--- src/rtl/noc_input_buffer.sv ---
// ---------------------------------------------------------------------------
// noc_input_buffer
//
// Purpose:
//   Credit-based NoC router input buffer. Flits from an upstream link are
//   stored in a DEPTH-entry circular buffer and presented head-first to the
//   downstream consumer. Every consumed flit returns one credit upstream as
//   a single-cycle pulse in the following cycle. Protocol violations
//   (overflow while full, or consume while empty) are ignored functionally
//   and recorded in a sticky error flag.
//
// Ports:
//   clk       in   1           sole clock, rising edge
//   reset     in   1           asynchronous active-high reset
//   valid_i   in   1           flit present on data_i
//   data_i    in   DATA_WIDTH  incoming flit payload
//   valid_o   out  1           buffer non-empty, data_o is the head flit
//   data_o    out  DATA_WIDTH  head flit, combinational read of storage
//   yumi_i    in   1           downstream consumes the head flit this cycle
//   credit_o  out  1           one-cycle credit-return pulse
//   count_o   out  3           current occupancy, 0..DEPTH
//   err_o     out  1           sticky protocol-violation flag
// ---------------------------------------------------------------------------
module noc_input_buffer #(
    parameter int DATA_WIDTH = 32,
    parameter int DEPTH      = 5
) (
    input  logic                  clk,
    input  logic                  reset,
    input  logic                  valid_i,
    input  logic [DATA_WIDTH-1:0] data_i,
    output logic                  valid_o,
    output logic [DATA_WIDTH-1:0] data_o,
    input  logic                  yumi_i,
    output logic                  credit_o,
    output logic [2:0]            count_o,
    output logic                  err_o
);

    // Pointer width; at least one bit so a single-entry buffer still elaborates.
    localparam int PW = (DEPTH > 1) ? $clog2(DEPTH) : 1;

    // Constants sized to their comparison partners to keep widths matched.
    localparam logic [PW-1:0] LAST_PTR  = PW'(DEPTH - 1);
    localparam logic [2:0]    DEPTH_CNT = 3'(DEPTH);

    // Storage is deliberately left out of reset: only pointers and count
    // decide what is valid, so stale contents are never observed.
    logic [DATA_WIDTH-1:0] r_mem [DEPTH];

    logic [PW-1:0] r_rd_ptr;
    logic [PW-1:0] r_wr_ptr;
    logic [2:0]    r_count;
    logic          r_credit;
    logic          r_err;

    logic          w_empty;
    logic          w_full;
    logic          w_deq;
    logic          w_enq;
    logic          w_overflow;
    logic          w_underflow;
    logic [PW-1:0] w_rd_ptr_inc;
    logic [PW-1:0] w_wr_ptr_inc;
    logic [2:0]    w_count_next;

    assign w_empty = (r_count == 3'd0);
    assign w_full  = (r_count == DEPTH_CNT);

    // A dequeue frees a slot in the same cycle, so a full buffer can still
    // accept a flit when the head is consumed alongside it.
    assign w_deq       = yumi_i && !w_empty;
    assign w_enq       = valid_i && (!w_full || w_deq);
    assign w_overflow  = valid_i && w_full && !w_deq;
    assign w_underflow = yumi_i && w_empty;

    // Explicit wrap because DEPTH need not be a power of two.
    assign w_rd_ptr_inc = (r_rd_ptr == LAST_PTR) ? '0 : r_rd_ptr + 1'b1;
    assign w_wr_ptr_inc = (r_wr_ptr == LAST_PTR) ? '0 : r_wr_ptr + 1'b1;

    always_comb begin
        w_count_next = r_count;
        case ({w_enq, w_deq})
            2'b10:   w_count_next = r_count + 3'd1;
            2'b01:   w_count_next = r_count - 3'd1;
            default: w_count_next = r_count;
        endcase
    end

    always_ff @(posedge clk or posedge reset) begin
        if (reset) begin
            r_rd_ptr <= '0;
            r_wr_ptr <= '0;
            r_count  <= 3'd0;
            r_credit <= 1'b0;
            r_err    <= 1'b0;
        end else begin
            if (w_deq) begin
                r_rd_ptr <= w_rd_ptr_inc;
            end
            if (w_enq) begin
                r_wr_ptr <= w_wr_ptr_inc;
            end
            r_count  <= w_count_next;
            // Credit follows the accepted dequeue by exactly one cycle.
            r_credit <= w_deq;
            if (w_overflow || w_underflow) begin
                r_err <= 1'b1;
            end
        end
    end

    always_ff @(posedge clk) begin
        if (w_enq) begin
            r_mem[r_wr_ptr] <= data_i;
        end
    end

    assign valid_o  = !w_empty;
    assign data_o   = r_mem[r_rd_ptr];
    assign credit_o = r_credit;
    assign count_o  = r_count;
    assign err_o    = r_err;

endmodule

--- config.mk ---
export PLATFORM = sky130hd
export DESIGN_NAME = noc_input_buffer
export DESIGN_NICKNAME = d
export VERILOG_FILES = /design/src/rtl/noc_input_buffer.sv
export SDC_FILE = /design/constraint.sdc
export NUM_CORES = 1
export LEC_CHECK = 0
export BUFFER_PORTS_ARGS = -buffer_cell sky130_fd_sc_hd__buf_2
export CELL_PAD_IN_SITES_DETAIL_PLACEMENT = 1
export CELL_PAD_IN_SITES_GLOBAL_PLACEMENT = 1
export CORE_UTILIZATION = 30
export CTS_BUF_LIST = sky130_fd_sc_hd__clkbuf_4 sky130_fd_sc_hd__clkbuf_8
export CTS_CLUSTER_DIAMETER = 100
export DETAILED_ROUTE_END_ITERATION = 8
export HOLD_SLACK_MARGIN = 0.06
export PLACE_DENSITY = 0.54
export REMOVE_ABC_BUFFERS = 1
export SYNTH_ARGS = -nofsm -noshare
export SYNTH_HDL_FRONTEND = slang
export SYNTH_SLANG_ARGS = --single-unit
--- constraint.sdc ---
create_clock -name clk -period 6.2 [get_ports clk]
set_input_delay 0.62 -clock clk [delete_from_list [all_inputs] [get_ports clk]]
set_output_delay 0.62 -clock clk [all_outputs]
set_load 0.01 [all_outputs]
---- Word-level counts from Yosys, hierarchy flattened ----
Memory sizes are Yosys's and may differ from the RTL's.
Cells that the tools add are included.
cells by class
  add/subtract/negate cells ............... 4
  eq/ne operators ......................... 5
  multiplexer cells ....................... 5
  reductions and logical operators ........ 12
operators with widths
  operator               number
  $add A3 B1 Y3 const B  3
  $eq A3 B3 Y1 const B   3
  $mux W3                2
  $pmux W3 S2            1
  $logic_and A1 B1 Y1    5
  $logic_not A1 Y1       3
  $logic_not A3 Y1       1
  $sub A3 B1 Y3 const B  1
  $eq A2 B1 Y1 const B   1
  $eq A2 B2 Y1 const B   1
  $logic_or A1 B1 Y1     2
  $mux W1                2
  $reduce_bool A2 Y1     1
word-level totals
  register bits ........................... 11
  memory bits (writable) .................. 160
  input port bits ......................... 36
  output and inout port bits .............. 38
  word-level logic and storage cells ...... 32
  memories ................................ 1
memories
  memory  depth  bits a word  rd ports  clocked after Yosys merged registers in  wr ports  RTL line  RTL
  r_mem   5      32           1         0                                        1         49        logic [DATA_WIDTH-1:0] r_mem [DEPTH];

---- Longest topological paths before layout ----
Gate-level depths: netlist (run 1).
  depth in word-level cells ............... 7
  depth in mapped cells ................... 9
  depth with buffers taken out ............ 8

---- Worst setup path before layout (run 1) ----
Ideal clock, no wire load.
  path type ............................... input to register
  start ................................... input port yumi_i
  end ..................................... memory r_mem[1][0], enable pin
  library setup time ...................... 502 ps
  arrival time ............................ 4149 ps
  data required time ...................... 5698 ps
  path slack .............................. 1549 ps
  stages .................................. 4
  path buffers ............................ 1
  cell sequence ........................... and4bb_1 > nand2b_4 > buf_6 > nor4_1
on the way
  cells in the longest elaborated chain, start to end .. 5
ends and longest elaborated chain
  item                           RTL line  RTL
  start: declaration             34        input logic yumi_i,
  $logic_and A1 B1 Y1            72        assign w_deq = yumi_i && !w_empty;
  $logic_or A1 B1 Y1             73        assign w_enq = valid_i && (!w_full || w_deq);
  $logic_and A1 B1 Y1            73
  $mux W1                        114       if (w_enq) begin
  $mux W1 (not written as such)  115       r_mem[r_wr_ptr] <= data_i;
  end: declaration               49
Every way passes these cells.

---- Worst setup path after layout (run 1) ----
  start ................................... register r_rd_ptr[2]
  end ..................................... output port data_o[7]
on the way
  cells in the longest elaborated chain, start to end .. 1
ends and longest elaborated chain
  item                      RTL line  RTL
  start: declaration        51        logic [PW-1:0] r_rd_ptr;
  start signal: assignment  99        r_rd_ptr <= w_rd_ptr_inc;
  $mem_v2 Z5 W32            -
  end: declaration          33        output logic [DATA_WIDTH-1:0] data_o,
Every way passes these cells.

==> impl_metrics.xml, run 1 <==
<?xml version="1.0" encoding="UTF-8"?>
<metrics>
  <group name="cells_and_area">
    <metric name="antenna_cells_inserted" unit="">0</metric>
    <metric name="final_nets" unit="">528</metric>
    <metric name="layout.area.seq" unit="um2">5080</metric>
    <metric name="mostFrequentLayoutCell" unit="">sky130_fd_sc_hd__edfxtp_1</metric>
    <metric name="layout.filler_cells" unit="">2319</metric>
    <metric name="finalCoreUtilization" unit="%">35.4</metric>
    <metric name="layout_common_cells" unit="">160 x sky130_fd_sc_hd__edfxtp_1, 73 x sky130_fd_sc_hd__buf_2, 41 x sky130_fd_sc_hd__inv_1</metric>
    <metric name="area_delta_synth_final" unit="%">16.3</metric>
    <metric name="layout-drive-gt1-share" unit="%">29.1</metric>
    <metric name="multi_input_area" unit="um2">1550</metric>
  </group>
  <group name="sta">
    <metric name="timing.final.hold_violations" unit="">0</metric>
    <metric name="period_minus_slack" unit="ns">3.72</metric>
    <metric name="period_share" unit="%">60.0</metric>
    <metric name="maxSlewViolCount" unit="">0</metric>
    <metric name="tightest_slew" unit="ns">1.12</metric>
    <metric name="max_freq" unit="MHz">269</metric>
    <metric name="clock_skew_after_layout" unit="ns">0.0160</metric>
    <metric name="timing.final.setup_violations" unit="">0</metric>
    <metric name="max-slew-margin-rel" unit="%">24.9</metric>
    <metric name="grt_setup_unrepaired" unit="">no</metric>
    <metric name="totalNegativeSetupSlack" unit="ns">0</metric>
  </group>
  <group name="placement">
    <metric name="port_buffers" unit="">73</metric>
    <metric name="dp_hpwl" unit="um">8910</metric>
    <metric name="place_congestion" unit="">0.691</metric>
  </group>
  <group name="clock_tree">
    <metric name="clk_pin_slew" unit="ns">0.09</metric>
    <metric name="clock_tree_from_tritoncts" unit="">yes</metric>
    <metric name="cts-buffers-inserted" unit="">17</metric>
    <metric name="clk-insertion-delay-late" unit="ns">0.46</metric>
    <metric name="clock_sinks" unit="">171</metric>
    <metric name="cts_root_buf" unit="">sky130_fd_sc_hd__clkbuf_8</metric>
    <metric name="cts.path.max_buffers" unit="">2</metric>
    <metric name="cts_resized" unit="">0</metric>
    <metric name="cts_max_level" unit="">4</metric>
    <metric name="post_cts.repair.setup_buffers" unit="">0</metric>
    <metric name="holdBufCountCts" unit="">0</metric>
  </group>
  <group name="grt">
    <metric name="number_of_antenna_violations_at_the_first_check_in_global_routing" unit="">0</metric>
    <metric name="globalRouteOverflowTotal" unit="">0</metric>
    <metric name="grt_first_pass_wirelength" unit="um">23300</metric>
    <metric name="grt_pass1_vias" unit="">4038</metric>
    <metric name="total_track_usage" unit="%">13.3</metric>
    <metric name="grt_max_degree" unit="">82</metric>
  </group>
  <group name="pwr">
    <metric name="cellLeakagePower" unit="nW">2.87</metric>
    <metric name="vdd.ir_drop.worst" unit="mV">0.254</metric>
    <metric name="design_power_total" unit="mW">3.70</metric>
    <metric name="power_density" unit="nW/um2">463</metric>
  </group>
  <group name="floorplan">
    <metric name="io_pins" unit="">74</metric>
    <metric name="initial_standard_cell_utilization_of_the_core" unit="%">30.5</metric>
    <metric name="floorplan.die_area" unit="um2">23500</metric>
    <metric name="core_region_area" unit="um2">22600</metric>
    <metric name="floorplan.die.width" unit="um">153</metric>
    <metric name="placementRows" unit="">55</metric>
    <metric name="dieHeight" unit="um">153</metric>
  </group>
  <group name="setup_path">
    <metric name="crit_chain" unit="">nand2b_2 -&gt; a211oi_1 -&gt; a221oi_1 -&gt; buf_2</metric>
    <metric name="crit_path_start" unit="">r_rd_ptr[2]$_DFFE_PP0P_</metric>
    <metric name="endpoint_kind" unit="">output port</metric>
    <metric name="critical_path.max_fanout" unit="">37</metric>
    <metric name="worst_setup_path_start_kind" unit="">register</metric>
    <metric name="crit_slowest_cell" unit="">sky130_fd_sc_hd__dfrtp_2</metric>
    <metric name="crit-reg2reg-launch" unit="">count_o[0]$_DFFE_PP0P_</metric>
    <metric name="crit_arrival" unit="ns">3.10</metric>
    <metric name="peak_per_stage_delay_on_the_critical_path" unit="ns">1.02</metric>
    <metric name="timing_worst_setup_path_type" unit="">reg -&gt; out</metric>
    <metric name="timing.critical_path.buf_inv" unit="">1</metric>
    <metric name="worst-endpoint-required" unit="ns">5.58</metric>
    <metric name="critPathTopFamily" unit="">flip-flops</metric>
  </group>
  <group name="drt">
    <metric name="per_cell_routed_wire_length" unit="um">18.6</metric>
    <metric name="drt-initial-drc-count" unit="">152</metric>
    <metric name="route.final.wire_length" unit="um">14600</metric>
    <metric name="ant_nets" unit="">0</metric>
    <metric name="drt_drc_violations_left" unit="">0</metric>
    <metric name="post_drt_via_cell_ratio" unit="">4.77</metric>
    <metric name="detailroute.via_count" unit="">3739</metric>
    <metric name="firstDrtPassIters" unit="">4</metric>
  </group>
  <group name="run_status">
    <metric name="run_status" unit="">finished, final reports clean</metric>
  </group>
  <group name="synth">
    <metric name="synth_cell_types" unit="">33</metric>
    <metric name="avgSynthCellArea" unit="um2">17.0</metric>
    <metric name="synth.top_cells.by_area" unit="">sky130_fd_sc_hd__edfxtp_1 70%, sky130_fd_sc_hd__mux2i_1 4.8%, sky130_fd_sc_hd__dfrtp_1 4.0%</metric>
    <metric name="syn_inst" unit="">405</metric>
    <metric name="netlist.area_leader.share" unit="%">69.9</metric>
    <metric name="synth_seq_area_share" unit="%">73.9</metric>
    <metric name="area_leader_netlist" unit="">sky130_fd_sc_hd__edfxtp_1</metric>
    <metric name="synth-warning-count" unit="">0</metric>
    <metric name="synth-seq-cells" unit="">171</metric>
    <metric name="synth.cell_area" unit="um2">6880</metric>
  </group>
  <group name="worst_hold_path">
    <metric name="classification_of_the_worst_slack_hold_path" unit="">in -&gt; async</metric>
  </group>
  <group name="flow_run">
    <metric name="maxCapViolations" unit="">0</metric>
  </group>
</metrics>
[power by group]
group	leakage, nW	total, mW	internal (mW)	switching (mW)
Sequential	1.58	1.64	1.48	0.157
Combinational	1.08	1.26	0.505	0.759
Clock	0.205	0.804	0.416	0.388
[kinds of logic after synthesis]
family                   count (synthesis)  synth area share [%]
AND/OR/NAND/NOR                         52                  5.13
adder cells (fa/ha/maj)                  6                  1.20
flip-flops                             171                  73.9
AO/OA/AOI/OAI                           75                  9.91
buffers and inverters                   63                  4.28
XOR/XNOR                                 3                 0.382
multiplexers                            35                  5.24
[area by class of cell]
| type | count | share of cell area, % |
|---|---|---|
| multi-input combinational | 171 | 19.3 |
| clock buffer | 21 | 3.30 |
| tap | 285 | 4.46 |
| clock inverter | 11 | 1.81 |
| inverter | 41 | 1.92 |
| sequential | 171 | 63.6 |
| timing repair buffer | 84 | 5.60 |
[worst register-to-register path, stage by stage, from the launching register on]
cell and delay, ns:
sky130_fd_sc_hd__dfrtp_1 0.47, sky130_fd_sc_hd__and4bb_1 0.28, sky130_fd_sc_hd__nand2b_4 0.23, sky130_fd_sc_hd__nor4b_4 0.99
sky130_fd_sc_hd__buf_4 0.48
[routing by layer]
metal,track usage (%),up-vias,part of all wire [%]
li1,-,1729,-
met1,17.4,1908,47
met2,21.0,81,47
met3,3.74,21,4.3
met4,4.90,0,1.8
met5,0,-,0
[cell usage after synthesis, drive strengths merged]
library cell,number
edfxtp,160
dfrtp,11
nor2,4
a211oi,32
and4bb,1
nand2,5
o21ai,7
ha,5
nand2b,3
nor4b,1
nor2b,14
clkbuf,6
nand3,1
mux2,2
a21oi,2
a221oi,32
nor4,4
buf,16
o21bai,1
inv,41
fa,1
o31ai,1
xnor2,1
xor2,2
and4b,1
mux2i,33
and2b,18
[stage by stage]
step	cell area, um2	instances	hold slack, ns	setup slack [ns]
floorplan	6740	383	0.472	1.62
global placement	7590	752	0.463	2.89
detailed placement	7590	752	0.461	2.90
CTS	8000	784	0.148	2.35
global route	8000	784	0.181	2.21
finish	8000	784	0.164	2.48
[flip-flops by register name, indices dropped and copies added (netlist names)]
register and cells:
count_o 3, r_mem 160, credit_o 1, r_rd_ptr 3, r_wr_ptr 3, err_o 1
[path summary, 6_finish.rpt]
kind | endpoint | slack, ns | cells after the start
setup reg to reg | r_mem[4][8]$_DFFE_PP_ | 3.41 | 4
max in group asynchronous | r_rd_ptr[0]$_DFFE_PP0P_ | 5.65 | 2
hold reg to reg | err_o$_DFFE_PP0P_ | 0.48 | 1
min in group clk | r_mem[4][16]$_DFFE_PP_ | 0.40 | 1
hold / removal | count_o[1]$_DFFE_PP0P_ | 0.16 | 2
setup / recovery | data_o[7] | 2.48 | 4
(Power assumes the default switching activity.)
==> run 2, diff against run 1 <==
- clock period: 6.2 -> 3.7 ns (I/O delays scaled with it)
==> impl_metrics.xml, run 2 (synthesized netlist as in run 1, its figures left out) <==
<?xml version="1.0" encoding="UTF-8"?>
<metrics>
  <group name="clock_tree">
    <metric name="holdBufCountCts" unit="">1</metric>
    <metric name="cts-buffers-inserted" unit="">17</metric>
    <metric name="clock_tree_from_tritoncts" unit="">yes</metric>
    <metric name="cts_resized" unit="">0</metric>
    <metric name="cts_max_level" unit="">4</metric>
    <metric name="clock_sinks" unit="">171</metric>
    <metric name="post_cts.repair.setup_buffers" unit="">0</metric>
    <metric name="cts_root_buf" unit="">sky130_fd_sc_hd__clkbuf_8</metric>
    <metric name="clk_pin_slew" unit="ns">0.09</metric>
    <metric name="clk-insertion-delay-late" unit="ns">0.45</metric>
    <metric name="cts.path.max_buffers" unit="">2</metric>
  </group>
  <group name="cells_and_area">
    <metric name="layout_common_cells" unit="">160 x sky130_fd_sc_hd__edfxtp_1, 73 x sky130_fd_sc_hd__buf_2, 41 x sky130_fd_sc_hd__inv_1</metric>
    <metric name="finalCoreUtilization" unit="%">35.5</metric>
    <metric name="final_nets" unit="">534</metric>
    <metric name="layout-drive-gt1-share" unit="%">29.5</metric>
    <metric name="antenna_cells_inserted" unit="">0</metric>
    <metric name="largest-register" unit="">r_mem</metric>
    <metric name="largest_register_ff_count" unit="">160</metric>
    <metric name="area_delta_synth_final" unit="%">16.6</metric>
    <metric name="mostFrequentLayoutCell" unit="">sky130_fd_sc_hd__edfxtp_1</metric>
  </group>
  <group name="setup_path">
    <metric name="crit_arrival" unit="ns">2.51</metric>
    <metric name="worst-endpoint-required" unit="ns">3.33</metric>
    <metric name="critical_path.max_fanout" unit="">52</metric>
    <metric name="crit_slowest_cell" unit="">sky130_fd_sc_hd__dfrtp_4</metric>
    <metric name="endpoint_kind" unit="">output port</metric>
    <metric name="critPathTopFamily" unit="">flip-flops</metric>
    <metric name="timing.critical_path.buf_inv" unit="">2</metric>
    <metric name="crit_chain" unit="">buf_4 -&gt; mux2i_1 -&gt; a221oi_1 -&gt; buf_2</metric>
    <metric name="peak_per_stage_delay_on_the_critical_path" unit="ns">0.86</metric>
    <metric name="worst_setup_path_start_kind" unit="">register</metric>
    <metric name="timing_worst_setup_path_type" unit="">reg -&gt; out</metric>
  </group>
  <group name="sta">
    <metric name="period_minus_slack" unit="ns">2.88</metric>
    <metric name="max_freq" unit="MHz">348</metric>
    <metric name="timing.final.hold_violations" unit="">0</metric>
    <metric name="timing.final.setup_violations" unit="">0</metric>
    <metric name="tightest_slew" unit="ns">0.963</metric>
    <metric name="max-slew-margin-rel" unit="%">35.8</metric>
    <metric name="maxSlewViolCount" unit="">0</metric>
    <metric name="clock_skew_after_layout" unit="ns">0.0119</metric>
    <metric name="period_share" unit="%">77.7</metric>
    <metric name="grt_setup_unrepaired" unit="">no</metric>
  </group>
  <group name="placement">
    <metric name="dp_hpwl" unit="um">9350</metric>
    <metric name="port_buffers" unit="">73</metric>
    <metric name="place_congestion" unit="">0.702</metric>
  </group>
  <group name="pwr">
    <metric name="cellLeakagePower" unit="nW">2.89</metric>
    <metric name="power_density" unit="nW/um2">772</metric>
    <metric name="design_power_total" unit="mW">6.19</metric>
    <metric name="vdd.ir_drop.worst" unit="mV">0.257</metric>
  </group>
  <group name="worst_hold_path">
    <metric name="classification_of_the_worst_slack_hold_path" unit="">in -&gt; reg</metric>
  </group>
  <group name="grt">
    <metric name="total_track_usage" unit="%">13.6</metric>
    <metric name="globalRouteOverflowTotal" unit="">0</metric>
    <metric name="number_of_antenna_violations_at_the_first_check_in_global_routing" unit="">0</metric>
    <metric name="grt_pass1_vias" unit="">4046</metric>
    <metric name="grt_max_degree" unit="">53</metric>
    <metric name="grt_first_pass_wirelength" unit="um">23700</metric>
  </group>
  <group name="drt">
    <metric name="detailroute.via_count" unit="">3703</metric>
    <metric name="ant_nets" unit="">0</metric>
    <metric name="firstDrtPassIters" unit="">4</metric>
    <metric name="route.final.wire_length" unit="um">15000</metric>
    <metric name="drt_drc_violations_left" unit="">0</metric>
    <metric name="post_drt_via_cell_ratio" unit="">4.69</metric>
    <metric name="per_cell_routed_wire_length" unit="um">19.0</metric>
    <metric name="drt-initial-drc-count" unit="">149</metric>
  </group>
  <group name="flow_run">
    <metric name="maxCapViolations" unit="">0</metric>
  </group>
  <group name="floorplan">
    <metric name="core_region_area" unit="um2">22600</metric>
    <metric name="io_pins" unit="">74</metric>
    <metric name="initial_standard_cell_utilization_of_the_core" unit="%">30.5</metric>
    <metric name="floorplan.die.width" unit="um">153</metric>
    <metric name="dieHeight" unit="um">153</metric>
    <metric name="placementRows" unit="">55</metric>
    <metric name="floorplan.die_area" unit="um2">23500</metric>
  </group>
  <group name="run_status">
    <metric name="run_status" unit="">finished, final reports clean</metric>
  </group>
</metrics>
## run 2: cell types whose count changed in the layout (fill, tap and decap cells not counted)
| cell | change |
|---|---|
| sky130_fd_sc_hd__inv_6 | +2 |
| sky130_fd_sc_hd__clkinv_4 | +1 |
| sky130_fd_sc_hd__clkinv_2 | +2 |
| sky130_fd_sc_hd__clkbuf_4 | -4 |
| sky130_fd_sc_hd__bufinv_16 | -1 |
| sky130_fd_sc_hd__clkinvlp_4 | -1 |
| sky130_fd_sc_hd__dlygate4sd3_1 | +1 |
| sky130_fd_sc_hd__buf_4 | +5 |
| sky130_fd_sc_hd__clkinv_1 | +1 |
## run 2: cell type report
class | instances | area (um2)
fill | 2320 | 14600
clock buffer | 17 | 234
sequential | 171 | 5080
inverter | 41 | 154
timing repair buffer | 90 | 495
multi-input combinational | 171 | 1550
tap | 285 | 357
clock inverter | 15 | 148
## run 2: worst reg2reg max path, cell delays in order (launching register included)
cell	delay, ns
sky130_fd_sc_hd__dfrtp_1	0.44
sky130_fd_sc_hd__and4bb_1	0.34
sky130_fd_sc_hd__nand2b_4	0.25
sky130_fd_sc_hd__ha_1	0.22
sky130_fd_sc_hd__inv_1	0.06
sky130_fd_sc_hd__fa_1	0.37
sky130_fd_sc_hd__xor2_1	0.15
sky130_fd_sc_hd__nor2_1	0.11
sky130_fd_sc_hd__xor2_1	0.15
## run 2: per-stage QoR
stage | std cells | hold WS (ns) | cell area (um2) | setup WS, ns | setup TNS (ns)
after CTS | 790 | 0.108 | 8020 | 0.777 | 0
after floorplan | 383 | 0.222 | 6740 | -0.743 | -95.13
after global routing | 790 | 0.0981 | 8020 | 0.700 | 0
final | 790 | 0.142 | 8020 | 0.824 | 0
after global placement | 757 | 0.411 | 7630 | 1.34 | 0
after detailed placement | 757 | 0.413 | 7630 | 1.30 | 0
## run 2: routing by layer
metal  up-vias  share of wire, %  global-route usage [%]
li1       1735                 -                       -
met1      1897                48                    17.9
met2        58                48                    22.0
met3        13               3.0                    3.74
met4         0              0.93                    3.71
met5         -                 0                       0
## run 2: path summary, 6_finish.rpt
kind                       slack (ns)                       to  depth (start not counted)                     from
min in group asynchronous        0.46        err_o$_DFFE_PP0P_                          3                    reset
setup reg to reg                 1.54   count_o[2]$_DFFE_PP0P_                          8   count_o[1]$_DFFE_PP0P_
hold / removal                   0.14   r_mem[0][16]$_DFFE_PP_                          1               data_i[16]
hold reg to reg                  0.50        err_o$_DFFE_PP0P_                          1        err_o$_DFFE_PP0P_
setup / recovery                 0.82               data_o[21]                          4  r_rd_ptr[0]$_DFFE_PP0P_
max in group asynchronous        2.88  r_rd_ptr[2]$_DFFE_PP0P_                          3                    reset
## run 2: power breakdown
part           internal (mW)  leakage [nW]  switching (mW)
Combinational          0.871          1.11            1.33
Clock                  0.599         0.195           0.673
Sequential              2.48          1.58           0.240
==> run 3, diff against run 2 <==
- clock period: 3.7 -> 2.8 ns (I/O delays scaled with it)
==> impl_metrics.xml, run 3 (synthesized netlist as in run 1, its figures left out) <==
<?xml version="1.0" encoding="UTF-8"?>
<metrics>
  <group name="placement">
    <metric name="place_congestion" unit="">0.725</metric>
    <metric name="dp_hpwl" unit="um">9420</metric>
    <metric name="port_buffers" unit="">73</metric>
  </group>
  <group name="sta">
    <metric name="period_minus_slack" unit="ns">2.62</metric>
    <metric name="period_share" unit="%">93.6</metric>
    <metric name="max-slew-margin-rel" unit="%">55.6</metric>
    <metric name="timing.final.setup_violations" unit="">0</metric>
    <metric name="timing.final.hold_violations" unit="">0</metric>
    <metric name="clock_skew_after_layout" unit="ns">0.00994</metric>
    <metric name="totalNegativeSetupSlack" unit="ns">0</metric>
    <metric name="max_freq" unit="MHz">382</metric>
    <metric name="maxSlewViolCount" unit="">0</metric>
    <metric name="tightest_slew" unit="ns">0.665</metric>
    <metric name="grt_setup_unrepaired" unit="">no</metric>
  </group>
  <group name="drt">
    <metric name="drt-initial-drc-count" unit="">156</metric>
    <metric name="ant_nets" unit="">0</metric>
    <metric name="drt_drc_violations_left" unit="">0</metric>
    <metric name="detailroute.via_count" unit="">3891</metric>
    <metric name="route.final.wire_length" unit="um">15400</metric>
    <metric name="per_cell_routed_wire_length" unit="um">18.7</metric>
    <metric name="firstDrtPassIters" unit="">4</metric>
    <metric name="post_drt_via_cell_ratio" unit="">4.70</metric>
  </group>
  <group name="grt">
    <metric name="globalRouteOverflowTotal" unit="">0</metric>
    <metric name="grt_first_pass_wirelength" unit="um">24000</metric>
    <metric name="total_track_usage" unit="%">13.8</metric>
    <metric name="grt_max_degree" unit="">49</metric>
    <metric name="number_of_antenna_violations_at_the_first_check_in_global_routing" unit="">1</metric>
    <metric name="grt_pass1_vias" unit="">4232</metric>
  </group>
  <group name="worst_hold_path">
    <metric name="worst_hold_path.num_cells" unit="">3</metric>
    <metric name="classification_of_the_worst_slack_hold_path" unit="">in -&gt; reg</metric>
  </group>
  <group name="floorplan">
    <metric name="initial_standard_cell_utilization_of_the_core" unit="%">30.5</metric>
    <metric name="floorplan.die.width" unit="um">153</metric>
    <metric name="placementRows" unit="">55</metric>
    <metric name="floorplan.die_area" unit="um2">23500</metric>
    <metric name="core_region_area" unit="um2">22600</metric>
    <metric name="io_pins" unit="">74</metric>
    <metric name="dieHeight" unit="um">153</metric>
  </group>
  <group name="setup_path">
    <metric name="worst-endpoint-required" unit="ns">2.52</metric>
    <metric name="worst_setup_path_start_kind" unit="">register</metric>
    <metric name="timing_worst_setup_path_type" unit="">reg -&gt; out</metric>
    <metric name="endpoint_kind" unit="">output port</metric>
    <metric name="reg2regPathDepth" unit="">9</metric>
    <metric name="timing.reg2reg.setup_slack" unit="ns">0.66</metric>
    <metric name="critical_path.max_fanout" unit="">19</metric>
    <metric name="crit_arrival" unit="ns">2.34</metric>
  </group>
  <group name="cells_and_area">
    <metric name="layout_common_cells" unit="">160 x sky130_fd_sc_hd__edfxtp_1, 73 x sky130_fd_sc_hd__buf_2, 41 x sky130_fd_sc_hd__inv_1</metric>
    <metric name="largest_register_ff_count" unit="">160</metric>
    <metric name="multi_input_area" unit="um2">1550</metric>
    <metric name="layout.area.seq" unit="um2">5080</metric>
    <metric name="mostFrequentLayoutCell" unit="">sky130_fd_sc_hd__edfxtp_1</metric>
    <metric name="layout.filler_cells" unit="">2346</metric>
    <metric name="layout-drive-gt1-share" unit="%">28.5</metric>
    <metric name="final_nets" unit="">570</metric>
    <metric name="largest-register" unit="">r_mem</metric>
    <metric name="finalCoreUtilization" unit="%">37.4</metric>
    <metric name="area_delta_synth_final" unit="%">22.7</metric>
  </group>
  <group name="clock_tree">
    <metric name="clock_tree_from_tritoncts" unit="">yes</metric>
    <metric name="clock_sinks" unit="">171</metric>
    <metric name="clk-insertion-delay-late" unit="ns">0.45</metric>
    <metric name="clk_pin_slew" unit="ns">0.09</metric>
    <metric name="cts.path.max_buffers" unit="">2</metric>
    <metric name="cts_resized" unit="">0</metric>
    <metric name="cts_max_level" unit="">4</metric>
    <metric name="cts_root_buf" unit="">sky130_fd_sc_hd__clkbuf_8</metric>
    <metric name="cts-buffers-inserted" unit="">17</metric>
  </group>
  <group name="flow_run">
    <metric name="maxCapViolations" unit="">0</metric>
  </group>
  <group name="pwr">
    <metric name="cellLeakagePower" unit="nW">3.07</metric>
    <metric name="vdd.ir_drop.worst" unit="mV">0.462</metric>
    <metric name="power_density" unit="nW/um2">1000</metric>
  </group>
  <group name="run_status">
    <metric name="run_status" unit="">finished, final reports clean</metric>
  </group>
</metrics>
-- run 3: cell count changes in the layout (fill, tap and decap cells not counted), sizes merged --
cell,before,now
dlygate4sd3,1,33
buf,89,93
clkbuf,17,21
clkinv,9,6
inv,44,41
bufinv,2,3
clkinvlp,1,2
diode,0,1
-- run 3: power by group --
group          internal, mW  switching, mW
logic                  1.27           1.79
clock network         0.933          0.860
registers              3.28          0.327
total                  5.48           2.98
-- run 3: worst paths after layout --
path	from	to
max	r_rd_ptr[2]$_DFFE_PP0P_	data_o[18]
min	yumi_i	err_o$_DFFE_PP0P_
max reg2reg	count_o[0]$_DFFE_PP0P_	count_o[2]$_DFFE_PP0P_
max in group asynchronous	reset	r_rd_ptr[0]$_DFFE_PP0P_
min in group asynchronous	reset	count_o[2]$_DFFE_PP0P_
min reg2reg	err_o$_DFFE_PP0P_	err_o$_DFFE_PP0P_
-- run 3: timing repair --
item | in CTS | in global routing
hold endpoints to repair | 171 | 0
setup buffers | 0 | 1
setup endpoints to repair | 0 | 1
hold buffers | 33 | 0
-- run 3: per-layer routing --
| layer | GRT usage (%) | up-vias | wire, um |
|---|---|---|---|
| met5 | 0 | - | 0 |
| met4 | 5.29 | 0 | 233 |
| met3 | 3.06 | 21 | 488 |
| met2 | 22.5 | 65 | 7480 |
| met1 | 17.9 | 1996 | 7250 |
| li1 | - | 1809 | - |
-- run 3: through the flow --
stage / std cells / power, mW / cell area, um2 / hold WS, ns / worst slack [ns]
6_report: 827 / 8.45 / 8440 / 0.140 / 0.181
5_1_grt: 827 / 8.94 / 8440 / 0.148 / 0.0166
4_1_cts: 825 / 8.56 / 8420 / 0.0981 / 0.0994
3_5_place_dp: 760 / 6.71 / 7670 / 0.332 / 0.620
3_3_place_gp: 760 / 6.64 / 7670 / 0.318 / 0.656
2_1_floorplan: 383 / 5.37 / 6740 / 0.132 / -1.64
-- run 3: final cells by class --
class                           count  area share [%]
Antenna cell                        1          0.0296
Clock buffer                       21            3.20
Clock inverter                     11            1.72
Inverter                           41            1.82
Multi-Input combinational cell    171            18.3
Sequential cell                   171            60.2
Tap cell                          285            4.22
Timing Repair Buffer              126            10.5
-- run 3: worst max-delay path, cell delays in order (launching register included) --
cell and delay (ns):
sky130_fd_sc_hd__dfrtp_2 0.69, sky130_fd_sc_hd__nand2b_2 0.32, sky130_fd_sc_hd__buf_12 0.21, sky130_fd_sc_hd__a211oi_1 0.08, sky130_fd_sc_hd__a221oi_1 0.36, sky130_fd_sc_hd__buf_2 0.22
